File: src/rtl/riscv_lsu.sv
// riscv_lsu: load/store unit turning core byte/half/word accesses into word-aligned bus transfers.
// Optional macro LSU_MISALIGN_EN adds misalignment trapping and the misalign_o output.
module riscv_lsu #(
  parameter int unsigned WAIT_LIMIT = 0,
  parameter bit          BE_ON_READ = 1'b1
) (
  input  logic        clk_i,
  input  logic        rst_i,
  input  logic        core_req_i,
  input  logic        core_we_i,
  input  logic [2:0]  core_size_i,
  input  logic [31:0] core_addr_i,
  input  logic [31:0] core_wd_i,
  output logic [31:0] core_rd_o,
  output logic        core_stall_o,
  output logic        bus_err_o,
`ifdef LSU_MISALIGN_EN
  output logic        misalign_o,
`endif
  output logic        mem_req_o,
  output logic        mem_we_o,
  output logic [3:0]  mem_be_o,
  output logic [31:0] mem_addr_o,
  output logic [31:0] mem_wd_o,
  input  logic [31:0] mem_rd_i,
  input  logic        mem_ready_i
);

  localparam bit          TMO_EN = (WAIT_LIMIT != 0);
  localparam int unsigned CNT_W  = (WAIT_LIMIT > 1) ? $clog2(WAIT_LIMIT) : 1;
  localparam logic [CNT_W-1:0] CNT_MAX = CNT_W'(TMO_EN ? WAIT_LIMIT - 1 : 0);

  typedef enum logic [1:0] {IDLE, BUSY, DONE} state_e;

  state_e            state_q, state_d;
  logic              we_q, we_d;
  logic [2:0]        size_q, size_d;
  logic [1:0]        off_q, off_d;
  logic [CNT_W-1:0]  cnt_q, cnt_d;
  logic [31:0]       rd_q, rd_d;
  logic              bus_err_q, bus_err_d;
  logic              mem_req_q, mem_req_d;
  logic              mem_we_q, mem_we_d;
  logic [3:0]        mem_be_q, mem_be_d;
  logic [31:0]       mem_addr_q, mem_addr_d;
  logic [31:0]       mem_wd_q, mem_wd_d;
  logic              timeout_c;
  logic              misalign_c;
`ifdef LSU_MISALIGN_EN
  logic              misalign_q, misalign_d;
`endif

  function automatic logic is_byte(input logic [2:0] size);
    return (size == 3'd0) || (size == 3'd4);
  endfunction

  function automatic logic is_half(input logic [2:0] size);
    return (size == 3'd1) || (size == 3'd5);
  endfunction

  function automatic logic [3:0] calc_be(input logic [2:0] size, input logic [1:0] off);
    if (is_byte(size)) return 4'b0001 << off;
    if (is_half(size)) return off[1] ? 4'b1100 : 4'b0011;
    return 4'b1111;
  endfunction

  function automatic logic [31:0] calc_wd(input logic [2:0] size, input logic [31:0] wd);
    if (is_byte(size)) return {4{wd[7:0]}};
    if (is_half(size)) return {2{wd[15:0]}};
    return wd;
  endfunction

  // Lane selection by latched offset; signed sizes sign-extend, 4/5 zero-extend.
  function automatic logic [31:0] load_ext(input logic [2:0] size, input logic [1:0] off,
                                           input logic [31:0] word);
    logic [7:0]  b;
    logic [15:0] h;
    b = 8'(word >> {off, 3'b000});
    h = off[1] ? word[31:16] : word[15:0];
    case (size)
      3'd0:    return {{24{b[7]}}, b};
      3'd4:    return {24'h0, b};
      3'd1:    return {{16{h[15]}}, h};
      3'd5:    return {16'h0, h};
      default: return word;
    endcase
  endfunction

`ifdef LSU_MISALIGN_EN
  assign misalign_c = (is_half(core_size_i) && core_addr_i[0]) ||
                      (!is_byte(core_size_i) && !is_half(core_size_i) &&
                       (core_addr_i[1:0] != 2'b00));
`else
  assign misalign_c = 1'b0;
`endif

  assign timeout_c = TMO_EN && (cnt_q == CNT_MAX) && !mem_ready_i;

  // State register
  always_ff @(posedge clk_i or posedge rst_i) begin
    if (rst_i) state_q <= IDLE;
    else       state_q <= state_d;
  end

  // Next-state logic
  always_comb begin
    state_d = state_q;
    case (state_q)
      IDLE:    if (core_req_i) state_d = misalign_c ? DONE : BUSY;
      BUSY:    if (mem_ready_i || timeout_c) state_d = DONE;
      DONE:    state_d = IDLE;
      default: state_d = IDLE;
    endcase
  end

  // Output / datapath next values
  always_comb begin
    we_d       = we_q;
    size_d     = size_q;
    off_d      = off_q;
    cnt_d      = cnt_q;
    rd_d       = rd_q;
    bus_err_d  = 1'b0;
    mem_req_d  = mem_req_q;
    mem_we_d   = mem_we_q;
    mem_be_d   = mem_be_q;
    mem_addr_d = mem_addr_q;
    mem_wd_d   = mem_wd_q;
`ifdef LSU_MISALIGN_EN
    misalign_d = 1'b0;
`endif
    case (state_q)
      IDLE: begin
        cnt_d = '0;
        if (core_req_i) begin
          we_d   = core_we_i;
          size_d = core_size_i;
          off_d  = core_addr_i[1:0];
          if (misalign_c) begin
            rd_d = '0;
`ifdef LSU_MISALIGN_EN
            misalign_d = 1'b1;
`endif
          end else begin
            mem_req_d  = 1'b1;
            mem_we_d   = core_we_i;
            mem_be_d   = (core_we_i || BE_ON_READ) ? calc_be(core_size_i, core_addr_i[1:0])
                                                   : 4'b1111;
            mem_addr_d = {core_addr_i[31:2], 2'b00};
            mem_wd_d   = calc_wd(core_size_i, core_wd_i);
          end
        end
      end
      BUSY: begin
        if (mem_ready_i) begin
          mem_req_d = 1'b0;
          if (!we_q) rd_d = load_ext(size_q, off_q, mem_rd_i);
        end else if (timeout_c) begin
          mem_req_d = 1'b0;
          rd_d      = '0;
          bus_err_d = 1'b1;
        end else begin
          cnt_d = cnt_q + CNT_W'(1);
        end
      end
      default: cnt_d = '0;
    endcase
  end

  always_ff @(posedge clk_i or posedge rst_i) begin
    if (rst_i) begin
      we_q       <= 1'b0;
      size_q     <= '0;
      off_q      <= '0;
      cnt_q      <= '0;
      rd_q       <= '0;
      bus_err_q  <= 1'b0;
      mem_req_q  <= 1'b0;
      mem_we_q   <= 1'b0;
      mem_be_q   <= '0;
      mem_addr_q <= '0;
      mem_wd_q   <= '0;
`ifdef LSU_MISALIGN_EN
      misalign_q <= 1'b0;
`endif
    end else begin
      we_q       <= we_d;
      size_q     <= size_d;
      off_q      <= off_d;
      cnt_q      <= cnt_d;
      rd_q       <= rd_d;
      bus_err_q  <= bus_err_d;
      mem_req_q  <= mem_req_d;
      mem_we_q   <= mem_we_d;
      mem_be_q   <= mem_be_d;
      mem_addr_q <= mem_addr_d;
      mem_wd_q   <= mem_wd_d;
`ifdef LSU_MISALIGN_EN
      misalign_q <= misalign_d;
`endif
    end
  end

  assign core_stall_o = core_req_i && (state_q != DONE);
  assign core_rd_o    = rd_q;
  assign bus_err_o    = bus_err_q;
  assign mem_req_o    = mem_req_q;
  assign mem_we_o     = mem_we_q;
  assign mem_be_o     = mem_be_q;
  assign mem_addr_o   = mem_addr_q;
  assign mem_wd_o     = mem_wd_q;
`ifdef LSU_MISALIGN_EN
  assign misalign_o   = misalign_q;
`endif

endmodule

File: config.mk
export PLATFORM = sky130hd
export DESIGN_NAME = riscv_lsu
export DESIGN_NICKNAME = d
export VERILOG_FILES = /design/src/rtl/riscv_lsu.sv
export SDC_FILE = /design/constraint.sdc
export NUM_CORES = 1
export LEC_CHECK = 0
export BUFFER_PORTS_ARGS = -buffer_cell sky130_fd_sc_hd__buf_2
export CAP_MARGIN = 20
export CORE_ASPECT_RATIO = 2
export CORE_MARGIN = 8
export CORE_UTILIZATION = 48
export CTS_CLUSTER_SIZE = 28
export DETAILED_ROUTE_END_ITERATION = 7
export GPL_ROUTABILITY_DRIVEN = 0
export PLACE_DENSITY = 0.88
export SLEW_MARGIN = 20
export SYNTH_ARGS = -nofsm -noshare
export SYNTH_HDL_FRONTEND = slang
export SYNTH_SLANG_ARGS = --single-unit
File: constraint.sdc
create_clock -name clk_i -period 4.4 [get_ports clk_i]
set_clock_uncertainty 0.15 [all_clocks]
set_input_delay 0.88 -clock clk_i [delete_from_list [all_inputs] [get_ports clk_i]]
set_output_delay 0.88 -clock clk_i [all_outputs]
set_load 0.005 [all_outputs]
==> flow_metrics.env, run 1 <==
export IMPL_outcome="complete, no violations"
export IMPL_synth_simple_gate_area_share_pct=23.9
export IMPL_seq_area_mm2=0.00268
export IMPL_cp_arrival_ns=2.78
export IMPL_setup_tns_final_ns=0
export IMPL_path_cells="buf_2 > nand4bb_1 > or4_1 > nand3_1"
export IMPL_seqPwrFrac_pct=44.1
export IMPL_p_leak_nw=3.44
export IMPL_root_buffer="clkbuf_16"
export IMPL_synthXorXnorAreaFrac_pct=0
export IMPL_coreArea_mm2=0.0100
export IMPL_worst_path_buf_inv=1
export IMPL_reg2reg_to="core_rd_o[28]"
export IMPL_cp_max_fo=16
export IMPL_total_power_mw=3.74
export IMPL_p_comb_share_pct=34.4
export IMPL_clockPowerShare_pct=21.5
export IMPL_cap_violations=0
export IMPL_ys_ff_latch=107
export IMPL_synth_compound_area_share_pct=10.9
export IMPL_antenna_found_initial=2
export IMPL_io_pin_count=208
export IMPL_io_buffers=204
export IMPL_synth_fa_ha_area_share_pct=0
export IMPL_ys_async_sr_fraction_pct=100
export IMPL_drc=0
export IMPL_synthTopCellsByArea="dfrtp_1 (55%), nand2_1 (14%), mux2i_1 (5.1%), a21oi_1 (3.0%), o21ai_1 (3.0%)"
export IMPL_tightest_slew_ns=1.07
export IMPL_cp_start_kind="primary input"
export IMPL_viasPerCell=5.38
export IMPL_grt_pass1_vias=4968
export IMPL_slowest_stage="or4_1"
export IMPL_drive_gt1_share_pct=32.9
export IMPL_cts_resized=0
export IMPL_setup_violations_final=0
export IMPL_cp_depth=4
export IMPL_die_x_um=87.5
export IMPL_synthCells=549
export IMPL_wl_um=15400
export IMPL_synth_top_family_by_area="simple AND/OR/NAND/NOR gates"
export IMPL_overflow=0
export IMPL_dp_hpwl_um=12000
export IMPL_period_share_pct=60.7
export IMPL_final_cells=872
export IMPL_die_y_um=159
export IMPL_clk_latency_ns=0.33
export IMPL_track_usage_pct=22.3
export IMPL_max_slew_margin_pct=28.5
export IMPL_syn_avg_cell_area_um2=8.94
export IMPL_yosys_area_top_type="dfrtp_1"
export IMPL_grt_max_degree=101
export IMPL_p_sw_mw=1.35
export IMPL_critical_path_max_stage_delay_ns=1.06
export IMPL_grt_pass1_wl_um=24400
export IMPL_drt_initial_drc_count=298
export IMPL_synth_mux_area_share_pct=6.02
export IMPL_p_int_mw=2.39
export IMPL_drv_slew=0
export IMPL_critPathKind="primary input to register"
export IMPL_fin_nets=834
export IMPL_die_area_mm2=0.0139
export IMPL_post_cts_buffers=0
export IMPL_r2r_start="state_q[1]"
export IMPL_fmax_mhz=374
export IMPL_rows=52
export IMPL_yosysMostFrequentCell="nand2_1"
export IMPL_clk_pin_slew_ns=0.07
export IMPL_hold_path_depth=2
export IMPL_vdd_drop_max_uv=288
export IMPL_powerDensity_mw_per_mm2=594
export IMPL_wl_per_cell_um=17.6
export IMPL_initial_core_util_pct=49.0
export IMPL_hold_slack_ns=0.319
export IMPL_tritoncts="built"
export IMPL_ant_nets=0
export IMPL_switching_share_pct=36.0
export IMPL_cts_sink_count=107
export IMPL_synth_commonest_cells="nand2_1 (187), dfrtp_1 (107), clkbuf_1 (30)"
export IMPL_htreeDepth=3
export IMPL_drt_first_pass_iters=7
export IMPL_yosys_area_top_type_share_pct=54.6
export IMPL_multiInputGateArea_mm2=0.00204
export IMPL_hp_start="mem_addr_o[30]"
export IMPL_cp_required_ns=4.50
export IMPL_yosys_most_used_dff="dfrtp_1"
export IMPL_reg2reg_slack_ns=1.77
export IMPL_numCtsBuffers=9
export IMPL_synth_enable_flop_cells=0
export IMPL_placed_cells=854
export IMPL_cp_end_kind="register"
export IMPL_post_route_util_pct=62.8
export IMPL_routed_via_count=4689
export IMPL_syn_cell_area_mm2=0.00491
export IMPL_ys_types=37
export IMPL_min_to="mem_addr_o[30]"
export IMPL_clock_path_buffers=2
export IMPL_fill_cells=865
export IMPL_synthToLayoutAreaGrowth_pct=28.3
export IMPL_crit_family="simple AND/OR/NAND/NOR gates"
export IMPL_period_minus_slack_ns=2.67
export IMPL_reg2reg_depth=3
export IMPL_hold_class="register to register"
export IMPL_hold_buffers=0
export IMPL_hold_viol=0
export IMPL_rsz0062_at_grt="no"
export IMPL_ys_seq_area_share_pct=54.6
export IMPL_synth_warnings=0
export IMPL_cp_startpoint="mem_ready_i"
-- worst register-to-register path: stages (launching register included) --
cell and delay [ns]:
dfrtp_1 0.50, nand4bb_1 0.62, or4_1 1.06, nand3_1 0.22
-- cells in the final DEF, fill, tap and decap left out, drive strengths merged, types with 4 or more instances in the layout --
| cell type | count |
|---|---|
| o31a | 5 |
| clkbuf | 10 |
| a21oi | 29 |
| nand3b | 4 |
| nor3 | 6 |
| nand3 | 35 |
| mux2 | 4 |
| mux2i | 25 |
| dfrtp | 107 |
| buf | 208 |
| o21ai | 40 |
| nand2 | 187 |
| a221o | 7 |
| nor2 | 23 |
| inv | 14 |
| and3 | 5 |
-- kinds of logic after synthesis --
kind of cell / Yosys count
flops: 107
compound gates: 91
simple gates: 269
buf+inv: 52
other cells: 1
mux: 29
-- flip-flops by register name (all words and copies together), names as in the netlist --
| signal | count |
|---|---|
| off_q | 2 |
| size_q | 3 |
| mem_req_o | 1 |
| core_rd_o | 32 |
| mem_we_o | 1 |
| mem_addr_o | 30 |
| mem_be_o | 4 |
| state_q | 2 |
| mem_wd_o | 32 |
-- metal layers --
metal  vias up  wire, um  track usage [%]
met5         -         8                0
met4         2       949             15.3
met3        61      1350             6.57
met2       264      7910             38.8
met1      2181      5150             21.4
li1       2181         -                -
-- power groups by stage --
| stage | Sequential, mW | Combinational [mW] | Clock [mW] |
|---|---|---|---|
| floorplan | 1.63 | 0.664 | 0 |
| global placement | 1.64 | 1.25 | 0 |
| detailed placement | 1.66 | 1.30 | 0 |
| CTS | 1.64 | 1.30 | 0.822 |
| global route | 1.70 | 1.43 | 0.864 |
| finish | 1.65 | 1.28 | 0.804 |
-- stage by stage --
| stage | cell area, um2 | worst slack (ns) |
|---|---|---|
| final | 6290 | 1.73 |
| after global routing | 6290 | 1.61 |
| after CTS | 6280 | 1.73 |
| after detailed placement | 5980 | 1.38 |
| after global placement | 5980 | 1.53 |
| after floorplan | 4910 | 0.553 |
-- how the worst max path moves through the flow --
stage | to | slack [ns]
final | core_rd_o[28] | 1.73
after CTS | core_rd_o[28] | 1.73
after detailed placement | core_rd_o[28] | 1.38
after global placement | core_rd_o[30] | 1.53
after global routing | core_rd_o[27] | 1.61
after floorplan | core_rd_o[0] | 0.55
-- layout make-up --
cell class              count  share of cell area, %
diodes                      2                 0.0795
clock buffers              10                   3.64
clock inverters             6                   1.13
inverters                  12                  0.795
multi-input cells         392                   32.4
flip-flops and latches    107                   42.6
well taps                 135                   2.68
repair buffers            208                   16.7
No activity file was read; power rests on OpenSTA's default activity.
==> inputs of run 2 (changes only) <==
==> constraint.sdc (replaced) <==
create_clock -name clk_i -period 2.6 [get_ports clk_i]
set_clock_uncertainty 0.15 [all_clocks]
set_input_delay 0.52 -clock clk_i [delete_from_list [all_inputs] [get_ports clk_i]]
set_output_delay 0.52 -clock clk_i [all_outputs]
set_load 0.005 [all_outputs]
==> run 2 against run 1 <==
Via count grew 0.51%. Total power rose by 67%. Setup slack got worse by 1.5 ns. Largest cell class unchanged. Clock power is 57% higher. Sequential power increased by 67%. Utilization is 0.41 points higher. Global-route usage shrank 0.33 points. Combinational power rose by 74%.
==> flow_metrics.env, run 2 (synthesis gave the netlist of run 1 again) <==
export IMPL_outcome="complete, no violations"
export IMPL_r2r_start="state_q[1]"
export IMPL_tritoncts="built"
export IMPL_fmax_mhz=425
export IMPL_total_power_mw=6.26
export IMPL_die_area_mm2=0.0139
export IMPL_fin_nets=841
export IMPL_clock_path_buffers=2
export IMPL_p_int_mw=3.98
export IMPL_cp_arrival_ns=2.48
export IMPL_drt_initial_drc_count=217
export IMPL_period_share_pct=90.5
export IMPL_setup_violations_final=0
export IMPL_cts_sink_count=107
export IMPL_p_sw_mw=2.28
export IMPL_drv_slew=0
export IMPL_ant_nets=0
export IMPL_cap_violations=0
export IMPL_numCtsBuffers=9
export IMPL_vdd_drop_max_uv=483
export IMPL_diodes=0
export IMPL_p_comb_share_pct=35.7
export IMPL_drt_first_pass_iters=5
export IMPL_p_leak_nw=3.46
export IMPL_critPathKind="register to register"
export IMPL_overflow=0
export IMPL_tightest_slew_ns=0.653
export IMPL_rows=52
export IMPL_max_slew_margin_pct=56.5
export IMPL_highest_layer="met5"
export IMPL_setup_tns_final_ns=0
export IMPL_drc=0
export IMPL_cp_max_fo=10
export IMPL_reg2reg_slack_ns=0.25
export IMPL_dp_hpwl_um=12000
export IMPL_route_met3_wl_um=1440
export IMPL_clk_pin_slew_ns=0.07
export IMPL_clk_latency_ns=0.34
export IMPL_wl_met1_um=5220
export IMPL_die_y_um=159
export IMPL_coreArea_mm2=0.0100
export IMPL_rsz0062_at_grt="no"
export IMPL_reg2reg_depth=4
export IMPL_drive_gt1_share_pct=33.4
export IMPL_cp_end_kind="register"
export IMPL_mostFrequentLayoutCell="buf_2"
export IMPL_viasPerCell=5.37
export IMPL_seqPwrFrac_pct=44.2
export IMPL_routed_via_count=4713
export IMPL_cp_start_kind="register"
export IMPL_reg2reg_to="core_rd_o[19]"
export IMPL_die_x_um=87.5
export IMPL_hold_buffers=0
export IMPL_switching_share_pct=36.4
export IMPL_wl_met2_um=7840
export IMPL_final_cell_mix="buf_2 (204), nand2_1 (187), dfrtp_1 (107)"
export IMPL_cp_required_ns=2.73
export IMPL_grt_max_degree=108
export IMPL_track_usage_pct=21.9
export IMPL_grt_pass1_vias=4839
export IMPL_cts_resized=0
export IMPL_hold_class="primary input to asynchronous set/reset pin"
export IMPL_io_pin_count=208
export IMPL_initial_core_util_pct=49.0
export IMPL_clockPowerShare_pct=20.1
export IMPL_io_buffers=204
export IMPL_period_minus_slack_ns=2.35
export IMPL_post_cts_buffers=0
export IMPL_hold_viol=0
export IMPL_grt_pass1_wl_um=23900
export IMPL_htreeDepth=3
export IMPL_antenna_found_initial=1
export IMPL_wl_per_cell_um=17.5
export IMPL_synthToLayoutAreaGrowth_pct=29.1
export IMPL_wl_um=15400
export IMPL_powerDensity_mw_per_mm2=988
export IMPL_root_buffer="clkbuf_16"
-- run 2: changes by cell type in the layout (fill, tap and decap cells not counted), sizes merged --
cell,before,now
diode,2,0
clkinvlp,2,3
inv,14,13
bufinv,1,0
clkbuf,10,11
buf,208,215
-- run 2: power by group through the flow --
stage / Combinational, mW / Sequential, mW / Clock [mW]
finish: 2.23 / 2.76 / 1.26
global route: 2.47 / 2.84 / 1.36
CTS: 2.27 / 2.76 / 1.29
detailed placement: 2.27 / 2.78 / 0
global placement: 2.17 / 2.74 / 0
floorplan: 1.12 / 2.75 / 0
-- run 2: how the worst max path moves through the flow --
stage | slack, ns | cells after the start | end | from
6_report | 0.25 | 4 | core_rd_o[19] | state_q[1]
5_1_grt | 0.09 | 4 | core_rd_o[11] | state_q[1]
4_1_cts | 0.28 | 4 | core_rd_o[15] | state_q[1]
3_5_place_dp | 0.27 | 5 | core_rd_o[14] | mem_ready_i
3_3_place_gp | 0.37 | 5 | core_rd_o[23] | mem_ready_i
2_1_floorplan | 0.64 | 1 | core_rd_o[0] | rst_i
-- run 2: worst max-delay path: stages (launching register included) --
cell       delay, ns
dfrtp_1         0.50
nand4bb_1       0.50
or4_1           0.79
buf_4           0.28
nand3_2         0.07
-- run 2: layout make-up --
cell class,instances,area [um2]
timing repair buffer,215,1130
tap,135,169
clock buffer,11,233
inverter,12,48.8
clock inverter,5,37.5
fill,892,3690
sequential,107,2680
multi-input combinational,392,2040
-- run 2: per-layer routing --
layer,vias up,global-route usage [%]
li1,2185,-
met1,2187,21.6
met2,276,38.4
met3,63,6.77
met4,2,13.1
met5,-,0
-- run 2: stage by stage --
stage          worst slack (ns)  hold WS, ns  cell area (um2)  cells  utilization, %
3_3_place_gp              0.374        0.301             6060    861            60.5
3_5_place_dp              0.270        0.307             6060    861            60.5
4_1_cts                   0.280        0.209             6330    877            63.2
2_1_floorplan             0.642        0.313             4920    551               -
6_report                  0.248        0.185             6330    877            63.2
5_1_grt                  0.0874        0.215             6330    877            63.2
